`src/rtl/exc_ctrl_pkg.sv`:
```
// Shared definitions for the exception sequencer: FSM states, ExcCodes,
// slot cause-bit indices and the interrupt-pending helper.
package exc_ctrl_pkg;

  typedef enum logic [1:0] {
    EXC_IDLE     = 2'd0,
    EXC_FLUSH    = 2'd1,
    EXC_REDIRECT = 2'd2
  } exc_state_e;

  localparam logic [4:0] EXCEPTION_INT  = 5'h00;
  localparam logic [4:0] EXCEPTION_ADEL = 5'h04;
  localparam logic [4:0] EXCEPTION_ADES = 5'h05;
  localparam logic [4:0] EXCEPTION_SYS  = 5'h08;
  localparam logic [4:0] EXCEPTION_BP   = 5'h09;
  localparam logic [4:0] EXCEPTION_RI   = 5'h0a;
  localparam logic [4:0] EXCEPTION_OV   = 5'h0c;
  localparam logic [4:0] EXCEPTION_TR   = 5'h0d;
  localparam logic [4:0] EXC_ERET       = 5'h0e;

  // Bit positions inside the 8-bit per-slot cause vector.
  localparam int CB_ERET    = 7;
  localparam int CB_IF_ADEL = 6;
  localparam int CB_RI      = 5;
  localparam int CB_OV      = 4;
  localparam int CB_TR      = 3;
  localparam int CB_SYS     = 2;
  localparam int CB_BP      = 1;
  localparam int CB_MEM     = 0;

  // Unmasked interrupt, interrupts globally enabled, not already at exception level.
  function automatic logic int_pending(input logic [31:0] status, input logic [31:0] cause);
    return (|(cause[15:8] & status[15:8])) & status[0] & ~status[1];
  endfunction

endpackage

```
`src/rtl/exc_prio_enc.sv`:
```
// Per-slot priority encoder: reduces one slot's cause bits (plus an optional
// interrupt request) to a single event flag and ExcCode. Purely combinational.
module exc_prio_enc
  import exc_ctrl_pkg::*;
(
  input  logic [7:0] exc_i,
  input  logic       store_i,
  input  logic       int_i,
  output logic       evt_o,
  output logic [4:0] type_o
);

  // NOTE: every always_comb output gets a default first so no path leaves it unassigned (no latch).
  always_comb begin
    evt_o  = int_i | (|exc_i);
    type_o = EXCEPTION_INT;
    if (int_i)                  type_o = EXCEPTION_INT;
    else if (exc_i[CB_IF_ADEL]) type_o = EXCEPTION_ADEL;
    else if (exc_i[CB_RI])      type_o = EXCEPTION_RI;
    else if (exc_i[CB_OV])      type_o = EXCEPTION_OV;
    else if (exc_i[CB_TR])      type_o = EXCEPTION_TR;
    else if (exc_i[CB_SYS])     type_o = EXCEPTION_SYS;
    else if (exc_i[CB_BP])      type_o = EXCEPTION_BP;
    else if (exc_i[CB_MEM])     type_o = store_i ? EXCEPTION_ADES : EXCEPTION_ADEL;
    else if (exc_i[CB_ERET])    type_o = EXC_ERET;
  end

endmodule

```
`src/rtl/exc_ctrl.sv`:
```
// Exception/interrupt sequencer: commit strobe to cp0, pipeline flush, then redirect.
// Optional macro EXC_PERF_CNT_EN adds exception/interrupt event counters.
module exc_ctrl
  import exc_ctrl_pkg::*;
#(
  parameter int unsigned FLUSH_CYCLES = 2,
  parameter logic [31:0] EXC_OFFSET   = 32'h180
) (
  input  logic        clk,
  input  logic        rst,
  input  logic        commit_valid_i,
  input  logic        slot1_valid_i,
  input  logic        slot2_valid_i,
  input  logic [7:0]  slot1_exc_i,
  input  logic [7:0]  slot2_exc_i,
  input  logic        slot1_store_i,
  input  logic        slot2_store_i,
  input  logic [31:0] status_i,
  input  logic [31:0] cause_i,
  input  logic [31:0] epc_i,
  input  logic [31:0] ebase_i,
  output logic        exception_flag_o,
  output logic [4:0]  exception_type_o,
  output logic        exception_first_inst_o,
  output logic        flush_o,
  output logic        redirect_valid_o,
  output logic [31:0] redirect_pc_o,
  input  logic        redirect_ready_i,
`ifdef EXC_PERF_CNT_EN
  output logic [31:0] exc_count_o,
  output logic [31:0] int_count_o,
`endif
  output logic        busy_o
);

  localparam logic [3:0] FLUSH_LAST = 4'(FLUSH_CYCLES - 1);

  exc_state_e  state_q, state_d;
  logic [3:0]  cnt_q, cnt_d;
  logic [31:0] target_q, target_d;

  logic       s1_act, s2_act, int_pend;
  logic       s1_evt, s2_evt, take;
  logic [4:0] s1_type, s2_type, sel_type;

  assign int_pend = int_pending(status_i, cause_i);
  assign s1_act   = commit_valid_i & slot1_valid_i;
  assign s2_act   = commit_valid_i & slot2_valid_i;

  exc_prio_enc u_slot1 (
    .exc_i   (s1_act ? slot1_exc_i : 8'h00),
    .store_i (slot1_store_i),
    .int_i   (s1_act & int_pend),
    .evt_o   (s1_evt),
    .type_o  (s1_type)
  );

  exc_prio_enc u_slot2 (
    .exc_i   (s2_act ? slot2_exc_i : 8'h00),
    .store_i (slot2_store_i),
    .int_i   (1'b0),
    .evt_o   (s2_evt),
    .type_o  (s2_type)
  );

  // Slot1 is older, so any slot1 event masks slot2 entirely.
  assign sel_type = s1_evt ? s1_type : s2_type;
  assign take     = (state_q == EXC_IDLE) & ~rst & (s1_evt | s2_evt);

  assign exception_flag_o       = take;
  assign exception_type_o       = take ? sel_type : 5'h00;
  assign exception_first_inst_o = take & s1_evt;

  always_comb begin
    state_d  = state_q;
    cnt_d    = cnt_q;
    target_d = target_q;
    unique case (state_q)
      EXC_IDLE: begin
        if (take) begin
          state_d  = EXC_FLUSH;
          cnt_d    = 4'd0;
          target_d = (sel_type == EXC_ERET) ? epc_i : ebase_i + EXC_OFFSET;
        end
      end
      EXC_FLUSH: begin
        if (cnt_q == FLUSH_LAST) begin
          state_d = EXC_REDIRECT;
          cnt_d   = 4'd0;
        end else begin
          cnt_d = cnt_q + 4'd1;
        end
      end
      EXC_REDIRECT: begin
        if (redirect_ready_i) state_d = EXC_IDLE;
      end
      default: state_d = EXC_IDLE;
    endcase
  end

  // NOTE: sequential state uses non-blocking assignments so all registers update together.
  always_ff @(posedge clk) begin
    if (rst) begin
      state_q  <= EXC_IDLE;
      cnt_q    <= 4'd0;
      target_q <= 32'h0;
    end else begin
      state_q  <= state_d;
      cnt_q    <= cnt_d;
      target_q <= target_d;
    end
  end

  assign flush_o          = (state_q == EXC_FLUSH);
  assign redirect_valid_o = (state_q == EXC_REDIRECT);
  assign redirect_pc_o    = redirect_valid_o ? target_q : 32'h0;
  assign busy_o           = (state_q != EXC_IDLE);

`ifdef EXC_PERF_CNT_EN
  logic [31:0] exc_cnt_q, int_cnt_q;

  always_ff @(posedge clk) begin
    if (rst) begin
      exc_cnt_q <= 32'h0;
      int_cnt_q <= 32'h0;
    end else if (take) begin
      if (sel_type != EXC_ERET)      exc_cnt_q <= exc_cnt_q + 32'd1;
      if (sel_type == EXCEPTION_INT) int_cnt_q <= int_cnt_q + 32'd1;
    end
  end

  assign exc_count_o = exc_cnt_q;
  assign int_count_o = int_cnt_q;
`endif

endmodule

```
`config.mk`:
```
export PLATFORM = sky130hd
export DESIGN_NAME = exc_ctrl
export DESIGN_NICKNAME = d
export VERILOG_FILES = /design/src/rtl/exc_ctrl_pkg.sv /design/src/rtl/exc_prio_enc.sv /design/src/rtl/exc_ctrl.sv
export SDC_FILE = /design/constraint.sdc
export NUM_CORES = 1
export LEC_CHECK = 0
export CAP_MARGIN = 20
export CORE_ASPECT_RATIO = 1.1
export CORE_MARGIN = 4
export CORE_UTILIZATION = 28
export DETAILED_ROUTE_END_ITERATION = 7
export PLACE_DENSITY = 0.75
export SLEW_MARGIN = 20
export SYNTH_ARGS = -nofsm -noshare
export SYNTH_HDL_FRONTEND = slang
export SYNTH_SLANG_ARGS = --single-unit
```
`constraint.sdc`:
```
create_clock -name clk -period 2.7 [get_ports clk]
set_input_delay 0.54 -clock clk [delete_from_list [all_inputs] [get_ports clk]]
set_output_delay 0.54 -clock clk [all_outputs]
set_load 0.02 [all_outputs]
```
# After elaboration in Yosys (flattened, before gate mapping)
# Index checks and enable logic that the tools add are counted.
[totals] regBits=38 latch_bits=0 mem_bits_rw=0 rom_bits=0 input_bits=152 out_inout_bits=42 elab_cells=66 n_memories=0
[classes] addsub=2 multipliers=0 div_mod_pow=0 n_lt_le_gt_ge=0 n_eq_ne=7 n_shift=0 muxes=32 bitwise=13 n_reduce_logical=9
[ops] op="$mux W5" n=17
[ops] op="$mux W32" n=2
[ops] op="$add A32 B9 Y32 const B" n=1
[ops] op="$reduce_or A8 Y1" n=3
[ops] op="$mux W4" n=4
[ops] op="$mux W8" n=2
[ops] op="$and A1 B1 Y1" n=8
[ops] op="$and A8 B8 Y8" n=1
[ops] op="$pmux W4 S2" n=1
[ops] op="$mux W2" n=3
[ops] op="$pmux W2 S3" n=1
[ops] op="$eq A5 B4 Y1 const B" n=1
[ops] op="$add A4 B1 Y4 const B" n=1
[ops] op="$eq A4 B1 Y1 const B" n=1
[ops] op="$ne A2 B1 Y1 const B" n=2
[ops] op="$reduce_and A2 Y1" n=2
[ops] op="$reduce_bool A2 Y1" n=2
[ops] op="$reduce_and A3 Y1" n=1
[ops] op="$eq A2 B1 Y1 const B" n=1
[ops] op="$eq A2 B2 Y1 const B" n=1
[ops] op="$logic_not A2 Y1" n=1
[ops] op="$mux W1" n=2
[ops] op="$ne A2 B2 Y1 const B" n=1
[ops] op="$not A1 Y1" n=2
[ops] op="$or A1 B1 Y1" n=2

# Longest topological paths before layout
# Gate-level depths: netlist of run 1.
[logic_depth] ltp_word=14 mapped_depth=9 ltp_nobuf=7

# Modules after synthesis
# Synthesis of run 1 repeated with hierarchy kept, for this count alone.
[hier_totals] hier_cells=369 hier_area_um2=2849.0
[by_module_without_submodules] mod="exc_ctrl" instances=1 cells_each=329 area_each_um2=2606.2 seq_area_each_um2=760.7
[by_module_without_submodules] mod="exc_prio_enc" instances=2 cells_each=20 area_each_um2=121.4 seq_area_each_um2=0.0

# Worst setup path after synthesis of run 1
# No wires, ideal clock.
[synth_timing] path_kind="in2out" startpoint="input port slot1_exc_i[1]" endpoint="output port exception_type_o[1]" arrival_time_ns=2.160 t_required_ns=2.160 slack_ns=0.000 path_stages=8 path_buffers=2 path_cell_list="nor4_4 a31oi_1 a211oi_1 or2_2 clkbuf_1 clkinv_1 buf_2 and3_1"
[synth_via] word_cells_on_any_way=14 classes_between="mux (10); bitwise (3); reduce/logical (1)"
[synth_lines] item="start: declaration" line="exc_ctrl.sv:14" rtl="input logic [7:0] slot1_exc_i,"
[synth_lines] item="$mux W8" line="exc_ctrl.sv:51" rtl=".exc_i (s1_act ? slot1_exc_i : 8'h00),"
[synth_lines] item="$reduce_or A8 Y1" line="exc_prio_enc.sv:15" rtl="evt_o = int_i | (|exc_i);"
[synth_lines] item="$or A1 B1 Y1" line="exc_prio_enc.sv:15"
[synth_lines] item="$or A1 B1 Y1" line="exc_ctrl.sv:68" rtl="assign take = (state_q == EXC_IDLE) & ~rst & (s1_evt | s2_evt);"
[synth_lines] item="$and A1 B1 Y1" line="exc_ctrl.sv:68"
[synth_lines] item="named net exception_flag_o" line="exc_ctrl.sv:22" rtl="output logic exception_flag_o,"
[synth_lines] item="$mux W5" line="exc_ctrl.sv:71" rtl="assign exception_type_o = take ? sel_type : 5'h00;"
[synth_lines] item="end: declaration" line="exc_ctrl.sv:23" rtl="output logic [4:0] exception_type_o,"
# The timed path passes the listed nets, and every way through them passes these cells.

# Final worst setup path of run 1
[layout_timing] startpoint="input port cause_i[11]" endpoint="output port exception_type_o[1]"
[layout_via] elab_chain_cells=9 word_cells_on_any_way=11 classes_between="mux (3); bitwise (7); reduce/logical (1)"
[layout_lines] item="start: declaration" line="exc_ctrl.sv:19" rtl="input logic [31:0] cause_i,"
[layout_lines] item="$and A8 B8 Y8 (*)" line="exc_ctrl_pkg.sv:33" rtl="return (|(cause[15:8] & status[15:8])) & status[0] & ~status[1];"
[layout_lines] item="$reduce_or A8 Y1 (*)" line="exc_ctrl_pkg.sv:33"
[layout_lines] item="$and A1 B1 Y1 (*) (2 in a row)" line="exc_ctrl_pkg.sv:33"
[layout_lines] item="$and A1 B1 Y1 (*)" line="exc_ctrl.sv:53" rtl=".int_i (s1_act & int_pend),"
[layout_lines] item="$or A1 B1 Y1" line="exc_prio_enc.sv:15"
[layout_lines] item="$or A1 B1 Y1" line="exc_ctrl.sv:68"
[layout_lines] item="$and A1 B1 Y1" line="exc_ctrl.sv:68"
[layout_lines] item="$mux W5 (*)" line="exc_ctrl.sv:71"
# Every way passes the cells marked *; elsewhere a longest branch is shown, timed or not.

==> results of run 1 <==
-- stage by stage --
step | setup TNS [ns] | hold slack, ns
floorplan | 0 | 0.459
global placement | -14.43 | 0.472
detailed placement | -17.90 | 0.477
CTS | 0 | 0.499
global route | -0.115 | 0.520
finish | 0 | 0.503
-- timing repair --
action,CTS,global route
setup buffers,6,0
endpoints found under the setup margin,39,36
hold buffers,0,0
resized for setup,54,42
pin swaps,8,14
-- critical path: cells and delay by family --
| kind | cells | cell delay [ns] |
|---|---|---|
| buffers and inverters | 3 | 0.64 |
| AND/OR/NAND/NOR | 3 | 0.61 |
| AO/OA/AOI/OAI | 2 | 0.33 |
-- logic make-up after synthesis --
logic type / after synthesis
XOR/XNOR: 23
adder cells (fa/ha/maj): 3
buffers and inverters: 37
AND/OR/NAND/NOR: 193
flip-flops: 38
other: 1
AO/OA/AOI/OAI: 67
-- registers in the layout (all words and copies together), names as in the netlist --
name / cells
target_q: 32
cnt_q: 4
state_q: 2
-- area by class of cell --
type	count	area (um2)	share of cell area [%]
Clock buffer	7	76.3	1.54
Multi-Input combinational cell	287	2020	40.9
Sequential cell	38	761	15.4
Timing Repair Buffer	198	1870	37.8
Tap cell	120	150	3.04
Inverter	9	36.3	0.734
Clock inverter	1	30.0	0.608
-- layer usage --
metal | wire (um) | vias to the layer above | global-route usage (%)
li1 | - | 1705 | -
met1 | 4700 | 1674 | 21.6
met2 | 5930 | 124 | 34.1
met3 | 482 | 20 | 2.60
met4 | 212 | 0 | 5.67
met5 | 0 | - | 0
-- worst max path at each step --
stage                     depth (start not counted)  slack [ns]                   to           start
after global routing                              9       -0.04  exception_type_o[0]     cause_i[11]
final                                             8        0.03  exception_type_o[1]     cause_i[11]
after floorplan                                   8      0.0003  exception_type_o[1]  slot1_exc_i[1]
after detailed placement                          9       -0.82  exception_type_o[1]  slot1_exc_i[1]
after global placement                            7       -0.73  exception_type_o[2]  slot1_exc_i[1]
after CTS                                         9        0.02  exception_type_o[0]     cause_i[10]
-- power breakdown --
group / switching, mW / internal, mW / total (mW)
logic: 0.278 / 0.314 / 0.592
registers: 0.0330 / 0.626 / 0.659
clock network: 0.213 / 0.277 / 0.490
-- synth_stat cells, drive strengths merged (3+ instances only) --
library cell,instances
dfxtp,38
nand4,35
and2,34
nand3b,32
o311ai,24
nor2,21
clkbuf,17
nand2,14
nand3,14
xor2,14
buf,11
nor2b,11
a21oi,10
xnor2,9
inv,8
o211ai,8
nand2b,7
nor4,6
o21ai,6
a31oi,5
nor3,5
a22oi,4
nor3b,4
a21o,3
and3,3
ha,3
or2,3
or3,3
==> results.sh, run 1 <==
export IMPL_status="finished clean"
export IMPL_synth_area_mux_share_pct=0
export IMPL_synth_area_um2=2830
export IMPL_synth_top_area_cell="dfxtp_1"
export IMPL_syn_area_per_cell_um2=7.83
export IMPL_die_w_um=104
export IMPL_relSlewSlack_pct=60.6
export IMPL_setup_viol=0
export IMPL_start_kind="primary input"
export IMPL_cp_slowest_stage_delay_ns=0.41
export IMPL_route_detailed_wl_per_inst_um=17.2
export IMPL_cts_buffers=5
export IMPL_synth_top_area_share_pct=26.8
export IMPL_drtAntennaViolNets=0
export IMPL_synth_compound_area_share_pct=17.8
export IMPL_fillers=940
export IMPL_rows=38
export IMPL_min_to="target_q[25]$_SDFFE_PP0P_"
export IMPL_finish_instance_area_um2=4940
export IMPL_grt_total_usage_pct=18.3
export IMPL_synth_edf_count=0
export IMPL_synthAdderAreaFrac_pct=1.32
export IMPL_clk_latency_ns=0.29
export IMPL_vias=3523
export IMPL_ir_drop_v=0.000193
export IMPL_min_path_type="flop to flop"
export IMPL_rr_endpoint="target_q[31]$_SDFFE_PP0P_"
export IMPL_vias_per_cell=5.34
export IMPL_area_delta_synth_final_pct=74.4
export IMPL_antenna_found_initial=0
export IMPL_p_leak_nw=1.94
export IMPL_crit_path_frequent_cell="buf_6"
export IMPL_rr_worst_depth=4
export IMPL_wl_mm=11.3
export IMPL_hpwl_mm=8.21
export IMPL_cpMaxStageDelayCell="clkdlybuf4s50_1"
export IMPL_reg2reg_from="state_q[1]$_SDFFE_PP0P_"
export IMPL_synthXorXnorAreaFrac_pct=7.11
export IMPL_synthSimpleGateAreaFrac_pct=41.0
export IMPL_final_cell_mix="clkdlybuf4s50_1, buf_4, dfxtp_1"
export IMPL_io_buffers=146
export IMPL_fin_crit_sh_pct=98.8
export IMPL_crit_required_ns=2.16
export IMPL_antenna_cells=0
export IMPL_io_pins=194
export IMPL_grt_pass1_wl_mm=18.0
export IMPL_initial_utilization_pct=28.7
export IMPL_synth_top_family_by_area="simple AND/OR/NAND/NOR gates"
export IMPL_dpl_worst_slack_ns=-0.819
export IMPL_ys_warn_count=0
export IMPL_synth_seq_cells=38
export IMPL_grt_overflow_total=0
export IMPL_synthCells=362
export IMPL_cts_root_buf="clkbuf_8"
export IMPL_clk_transition_reported_paths_ns=0.08
export IMPL_final_cells=660
export IMPL_finalPower_mw=1.74
export IMPL_die_y_um=114
export IMPL_report_final_slew_viol_count=0
export IMPL_core_area_um2=9890
export IMPL_synth_cell_types=42
export IMPL_dieArea_um2=11800
export IMPL_hold_viol_final=0
export IMPL_drt_iter0_drc=132
export IMPL_h_tree_depth=2
export IMPL_skew_ns=0.0118
export IMPL_synth_yosys_seq_area_share_pct=26.8
export IMPL_grt_pass1_vias=3737
export IMPL_max_freq_mhz=375
export IMPL_fin_ws_ns=0.0313
export IMPL_cp_data_arrival_time_ns=2.13
export IMPL_synth_flop_cell="dfxtp_1"
export IMPL_worstHoldStart="target_q[25]$_SDFFE_PP0P_"
export IMPL_syn_nets=517
export IMPL_dp_cells=646
export IMPL_nets=694
export IMPL_final_common_cell="clkdlybuf4s50_1"
export IMPL_drive_gt1_share_pct=18.1
export IMPL_power_density_nw_per_um2=352
export IMPL_synthArstFlopShare_pct=0
export IMPL_fin_util_pct=50.0
export IMPL_critPathMaxFanout=2
export IMPL_ys_top_cells_by_area="dfxtp_1, nand3b_1, nand4_1, and2_1, o311ai_1"
export IMPL_cts_sinks=38
export IMPL_worstMarginPinSlew_ns=0.591
export IMPL_period_minus_slack_ns=2.67
export IMPL_dpl_cell_area_um2=4690
export IMPL_dr_pass1_iters=4
export IMPL_clk_path_buf_depth=2
export IMPL_worstPathCellList="clkdlybuf4s50_1 -> a22oi_1 -> nand4_1 -> and2_4 -> buf_6 -> a31oi_4 -> and3_4 -> buf_6"
export IMPL_reg2reg_slack_ns=0.83
export IMPL_endpoint_kind="output pin"
export IMPL_hold_depth=2
export IMPL_gp_congestion=0.789
export IMPL_grt_max_degree=59
export IMPL_cts_tree="built"
export IMPL_maxCapViolations=0
export IMPL_remaining_drc_errors=0
export IMPL_worstSetupPathType="primary input to output pin"
No activity file was read; power rests on OpenSTA's default activity.
==> inputs of run 2 (changes only) <==
--- a/config.mk
+++ b/config.mk
@@ -8,9 +8,9 @@
 export CAP_MARGIN = 20
 export CORE_ASPECT_RATIO = 1.1
 export CORE_MARGIN = 4
-export CORE_UTILIZATION = 28
+export CORE_UTILIZATION = 25
 export DETAILED_ROUTE_END_ITERATION = 7
-export PLACE_DENSITY = 0.75
+export PLACE_DENSITY = 0.69
 export SLEW_MARGIN = 20
 export SYNTH_ARGS = -nofsm -noshare
 export SYNTH_HDL_FRONTEND = slang
==> results.sh, run 2 (synthesis gave the netlist of run 1 again) <==
export IMPL_cts_buffers=5
export IMPL_rows=40
export IMPL_drive_gt1_share_pct=18.2
export IMPL_critPathMaxFanout=2
export IMPL_largest_reg_flops=32
export IMPL_grt_total_usage_pct=16.5
export IMPL_dr_pass1_iters=4
export IMPL_max_freq_mhz=374
export IMPL_die_y_um=120
export IMPL_endpoint_kind="output pin"
export IMPL_grt_max_degree=59
export IMPL_vias=3458
export IMPL_reg_top3="target_q (32), cnt_q (4), state_q (2)"
export IMPL_final_cells=686
export IMPL_switching_share_pct=26.8
export IMPL_clk_transition_reported_paths_ns=0.06
export IMPL_final_cell_mix="clkdlybuf4s50_1, buf_4, dfxtp_1"
export IMPL_route_detailed_wl_per_inst_um=16.4
export IMPL_seq_power_share_pct=32.5
export IMPL_report_final_slew_viol_count=0
export IMPL_antenna_found_initial=0
export IMPL_final_common_cell="clkdlybuf4s50_1"
export IMPL_hold_depth=2
export IMPL_hpwl_mm=8.20
export IMPL_h_tree_depth=2
export IMPL_gp_congestion=0.822
export IMPL_vias_per_cell=5.04
export IMPL_dp_cells=670
export IMPL_p_switching_mw=0.547
export IMPL_min_path_type="flop to flop"
export IMPL_grt_pass1_vias=3582
export IMPL_hold_viol_final=0
export IMPL_pwr_share_clk_pct=38.6
export IMPL_power_density_nw_per_um2=398
export IMPL_cts_root_buf="clkbuf_16"
export IMPL_setup_viol=0
export IMPL_skew_ns=0.00506
export IMPL_antenna_cells=0
export IMPL_regMostFlops="target_q"
export IMPL_area_delta_synth_final_pct=81.1
export IMPL_grt_pass1_wl_mm=17.6
export IMPL_period_minus_slack_ns=2.67
export IMPL_drt_iter0_drc=204
export IMPL_core_area_um2=11000
export IMPL_start_kind="primary input"
export IMPL_rr_worst_depth=4
export IMPL_cp_data_arrival_time_ns=2.13
export IMPL_setup_tns_ns=0
export IMPL_wl_mm=11.3
export IMPL_grt_overflow_total=0
export IMPL_clk_path_buf_depth=2
export IMPL_dieArea_um2=13100
export IMPL_initial_utilization_pct=25.7
export IMPL_worstSetupPathType="primary input to output pin"
export IMPL_io_pins=194
export IMPL_fin_ws_ns=0.0256
export IMPL_cts_tree="built"
export IMPL_dpl_worst_slack_ns=-0.768
export IMPL_rsz0062_at_grt="yes"
export IMPL_io_buffers=146
export IMPL_internal_power_mw=1.50
export IMPL_die_w_um=110
export IMPL_p_comb_share_pct=28.9
export IMPL_p_leak_nw=2.05
export IMPL_maxCapViolations=0
export IMPL_ir_drop_v=0.000211
export IMPL_drtAntennaViolNets=0
export IMPL_fin_crit_sh_pct=99.1
export IMPL_status="finished clean"
export IMPL_nets=693
export IMPL_clk_latency_ns=0.28
export IMPL_fillers=1091
export IMPL_crit_required_ns=2.16
export IMPL_remaining_drc_errors=0
export IMPL_worstMarginPinSlew_ns=0.598
export IMPL_relSlewSlack_pct=60.1
export IMPL_cts_sinks=38
==> run 2: cell type report <==
class	instances	area (um2)	share of cell area [%]
clock buffers	6	139	2.71
clock inverters	2	60.1	1.17
inverters	9	33.8	0.658
multi-input cells	287	2050	40.0
flip-flops and latches	38	761	14.8
well taps	147	184	3.58
repair buffers	197	1900	37.1
==> run 2: power groups by stage <==
stage	Sequential (mW)	Clock, mW	Combinational [mW]
2_1_floorplan	0.663	0	0.255
3_3_place_gp	0.671	0	0.556
3_5_place_dp	0.674	0	0.564
4_1_cts	0.662	0.807	0.575
5_1_grt	0.671	0.829	0.641
6_report	0.663	0.789	0.590
==> run 2: critical path, stage by stage <==
cell           delay [ns]
dlygate4sd2_1        0.27
nor4_4               0.29
a31oi_2              0.13
or4_4                0.56
o21ai_2              0.07
nor2b_4              0.15
buf_6                0.12
==> run 2: path summary, 6_finish.rpt <==
kind         slack [ns]                         to                 startpoint
max reg2reg        0.82  target_q[31]$_SDFFE_PP0P_    state_q[0]$_SDFFE_PP0P_
min reg2reg        0.49  target_q[13]$_SDFFE_PP0P_  target_q[13]$_SDFFE_PP0P_
min                0.49  target_q[13]$_SDFFE_PP0P_  target_q[13]$_SDFFE_PP0P_
max                0.03        exception_type_o[2]             slot1_exc_i[2]
==> run 2: timing repair <==
action,in CTS,in global routing
pin swaps,7,17
resized for setup,47,48
hold buffers,0,0
setup buffers,6,2
endpoints found under the setup margin,19,36
==> run 2: per-layer routing <==
metal  global-route usage (%)  wire (um)  up-vias
met4                     3.98        121        0
met3                     2.04        570        8
met5                        0          0        -
li1                         -          -     1698
met2                     28.9       5810      109
met1                     21.2       4780     1643
==> run 2: metrics by stage <==
stage          hold WS, ns  area [um2]  utilization [%]  power [mW]
2_1_floorplan        0.459        2830                -       0.918
3_3_place_gp         0.471        4720             42.8        1.23
3_5_place_dp         0.477        4720             42.8        1.24
4_1_cts              0.492        4970             45.2        2.04
5_1_grt              0.522        5130             46.6        2.14
6_report             0.488        5130             46.6        2.04
==> inputs of run 3 (changes only) <==
--- a/config.mk
+++ b/config.mk
@@ -8,9 +8,9 @@
 export CAP_MARGIN = 20
 export CORE_ASPECT_RATIO = 1.1
 export CORE_MARGIN = 4
-export CORE_UTILIZATION = 25
+export CORE_UTILIZATION = 36
 export DETAILED_ROUTE_END_ITERATION = 7
-export PLACE_DENSITY = 0.69
+export PLACE_DENSITY = 0.91
 export SLEW_MARGIN = 20
 export SYNTH_ARGS = -nofsm -noshare
 export SYNTH_HDL_FRONTEND = slang
==> results.sh, run 3 (synthesis gave the netlist of run 1 again) <==
export IMPL_status="finished with violations"
export IMPL_violations="setup timing"
export IMPL_grt_overflow_total=0
export IMPL_grt_pass1_vias=3594
export IMPL_worstHoldStart="target_q[25]$_SDFFE_PP0P_"
export IMPL_remaining_drc_errors=0
export IMPL_drive_gt1_share_pct=17.9
export IMPL_largest_reg_flops=32
export IMPL_internal_power_mw=1.14
export IMPL_vias_per_cell=5.50
export IMPL_p_leak_nw=1.97
export IMPL_final_common_cell="clkdlybuf4s50_1"
export IMPL_finish_instance_area_um2=4960
export IMPL_hpwl_mm=7.87
export IMPL_wl_mm=10.8
export IMPL_maxCapViolations=0
export IMPL_start_kind="primary input"
export IMPL_report_final_slew_viol_count=0
export IMPL_fin_ws_ns=-0.0180
export IMPL_crit_family="simple AND/OR/NAND/NOR gates"
export IMPL_h_tree_depth=2
export IMPL_rows=33
export IMPL_grt_pass1_wl_mm=16.8
export IMPL_initial_utilization_pct=37.5
export IMPL_reg_top3="target_q (32), cnt_q (4), state_q (2)"
export IMPL_switching_share_pct=31.0
export IMPL_dieArea_um2=9360
export IMPL_reg2reg_from="state_q[1]$_SDFFE_PP0P_"
export IMPL_gp_congestion=0.812
export IMPL_min_to="target_q[25]$_SDFFE_PP0P_"
export IMPL_antenna_found_initial=1
export IMPL_crit_required_ns=2.16
export IMPL_p_switching_mw=0.513
export IMPL_relSlewSlack_pct=61.8
export IMPL_drtAntennaViolNets=0
export IMPL_io_pins=194
export IMPL_max_freq_mhz=368
export IMPL_setup_viol=2
export IMPL_cts_buffers=5
export IMPL_clk_transition_reported_paths_ns=0.07
export IMPL_grt_max_degree=59
export IMPL_clk_path_buf_depth=2
export IMPL_hold_viol_final=0
export IMPL_cts_root_buf="clkbuf_8"
export IMPL_dpl_cell_area_um2=4660
export IMPL_reg2reg_slack_ns=0.85
export IMPL_endpoint_kind="output pin"
export IMPL_die_w_um=92.6
export IMPL_clk_latency_ns=0.29
export IMPL_core_area_um2=7560
export IMPL_critPathMaxFanout=2
export IMPL_rr_endpoint="target_q[17]$_SDFFE_PP0P_"
export IMPL_die_y_um=101
export IMPL_dr_pass1_iters=5
export IMPL_hold_depth=2
export IMPL_drt_iter0_drc=151
export IMPL_worstSetupPathType="primary input to output pin"
export IMPL_route_detailed_wl_per_inst_um=16.8
export IMPL_vias=3527
export IMPL_cp_num_buf_inv=3
export IMPL_final_cell_mix="clkdlybuf4s50_1, buf_4, dfxtp_1"
export IMPL_cts_sinks=38
export IMPL_grt_total_usage_pct=21.8
export IMPL_skew_ns=0.00598
export IMPL_cp_slowest_stage_delay_ns=0.41
export IMPL_power_density_nw_per_um2=334
export IMPL_cpMaxStageDelayCell="clkdlybuf4s50_1"
export IMPL_io_buffers=146
export IMPL_nets=689
export IMPL_regMostFlops="target_q"
export IMPL_pwr_share_clk_pct=24.6
export IMPL_rr_worst_depth=4
export IMPL_min_path_type="flop to flop"
export IMPL_cts_tree="built"
export IMPL_worstMarginPinSlew_ns=0.574
export IMPL_ir_drop_v=0.000191
export IMPL_fin_util_pct=65.6
export IMPL_p_comb_share_pct=35.6
export IMPL_worstPathCellList="clkdlybuf4s50_1 -> a22oi_2 -> nand4_1 -> and2_4 -> buf_4 -> a31oi_4 -> and3_4 -> buf_6"
export IMPL_seq_power_share_pct=39.8
export IMPL_area_delta_synth_final_pct=74.9
export IMPL_period_minus_slack_ns=2.72
export IMPL_setup_tns_ns=-0.0220
export IMPL_cp_depth=8
export IMPL_fin_crit_sh_pct=101
export IMPL_cp_data_arrival_time_ns=2.18
run 3: cell count changes in the layout (fill, tap and decap cells not counted), moves of 2 or more:
cell            delta
clkbuf_2           +2
dlymetal6s2s_1     -2
buf_4              -4
clkbuf_8           +5
nor2_2             -2
bufinv_16          -2
clkbuf_16          -5
run 3: area by class of cell:
cell class	instances	area (um2)
Multi-Input combinational cell	287	2070
Clock buffer	7	86.3
Clock inverter	1	5.00
Inverter	9	33.8
Antenna cell	1	2.50
Sequential cell	38	761
Fill cell	655	2600
Timing Repair Buffer	193	1860
Tap cell	105	131
run 3: per-stage QoR:
step | total power, mW | hold slack [ns] | instances | worst slack (ns)
floorplan | 0.918 | 0.459 | 362 | 0.000267
global placement | 1.22 | 0.471 | 628 | -0.720
finish | 1.66 | 0.496 | 641 | -0.0180
detailed placement | 1.24 | 0.473 | 628 | -0.828
CTS | 1.65 | 0.495 | 638 | 0.00123
global route | 1.74 | 0.525 | 641 | -0.0449
run 3: timing repair:
action	in CTS	in global routing
setup endpoints to repair	37	37
buffers inserted	2	2
gates resized for setup	63	42
pin swaps	9	18
hold buffers	0	0
run 3: worst max-delay path by stage:
stage / to / from / slack, ns
after floorplan: exception_type_o[1] / slot1_exc_i[1] / 0.0003
final: exception_type_o[1] / status_i[12] / -0.02
after global placement: exception_type_o[2] / slot1_exc_i[1] / -0.72
after detailed placement: exception_type_o[2] / slot1_exc_i[1] / -0.83
after CTS: target_q[17]$_SDFFE_PP0P_ / status_i[9] / 0.001
after global routing: exception_type_o[1] / status_i[12] / -0.04
run 3: tightest hold or removal path, cell delays in order, from the launching register on:
cell and delay [ns]:
dfxtp_1 0.33, nand3b_1 0.08, o311ai_1 0.06
run 3: power by group through the flow:
stage	combinational (mW)	sequential, mW	clock [mW]
floorplan	0.255	0.663	0
global placement	0.550	0.666	0
detailed placement	0.564	0.671	0
CTS	0.579	0.658	0.417
global route	0.639	0.667	0.437
finish	0.590	0.659	0.408
run 3: routing by layer:
metal | vias up | global-route usage, % | part of all wire, %
met5 | - | 0 | 0
met3 | 20 | 2.76 | 5.8
met1 | 1676 | 25.4 | 38
li1 | 1691 | - | -
met4 | 0 | 6.51 | 2.5
met2 | 140 | 41.2 | 53
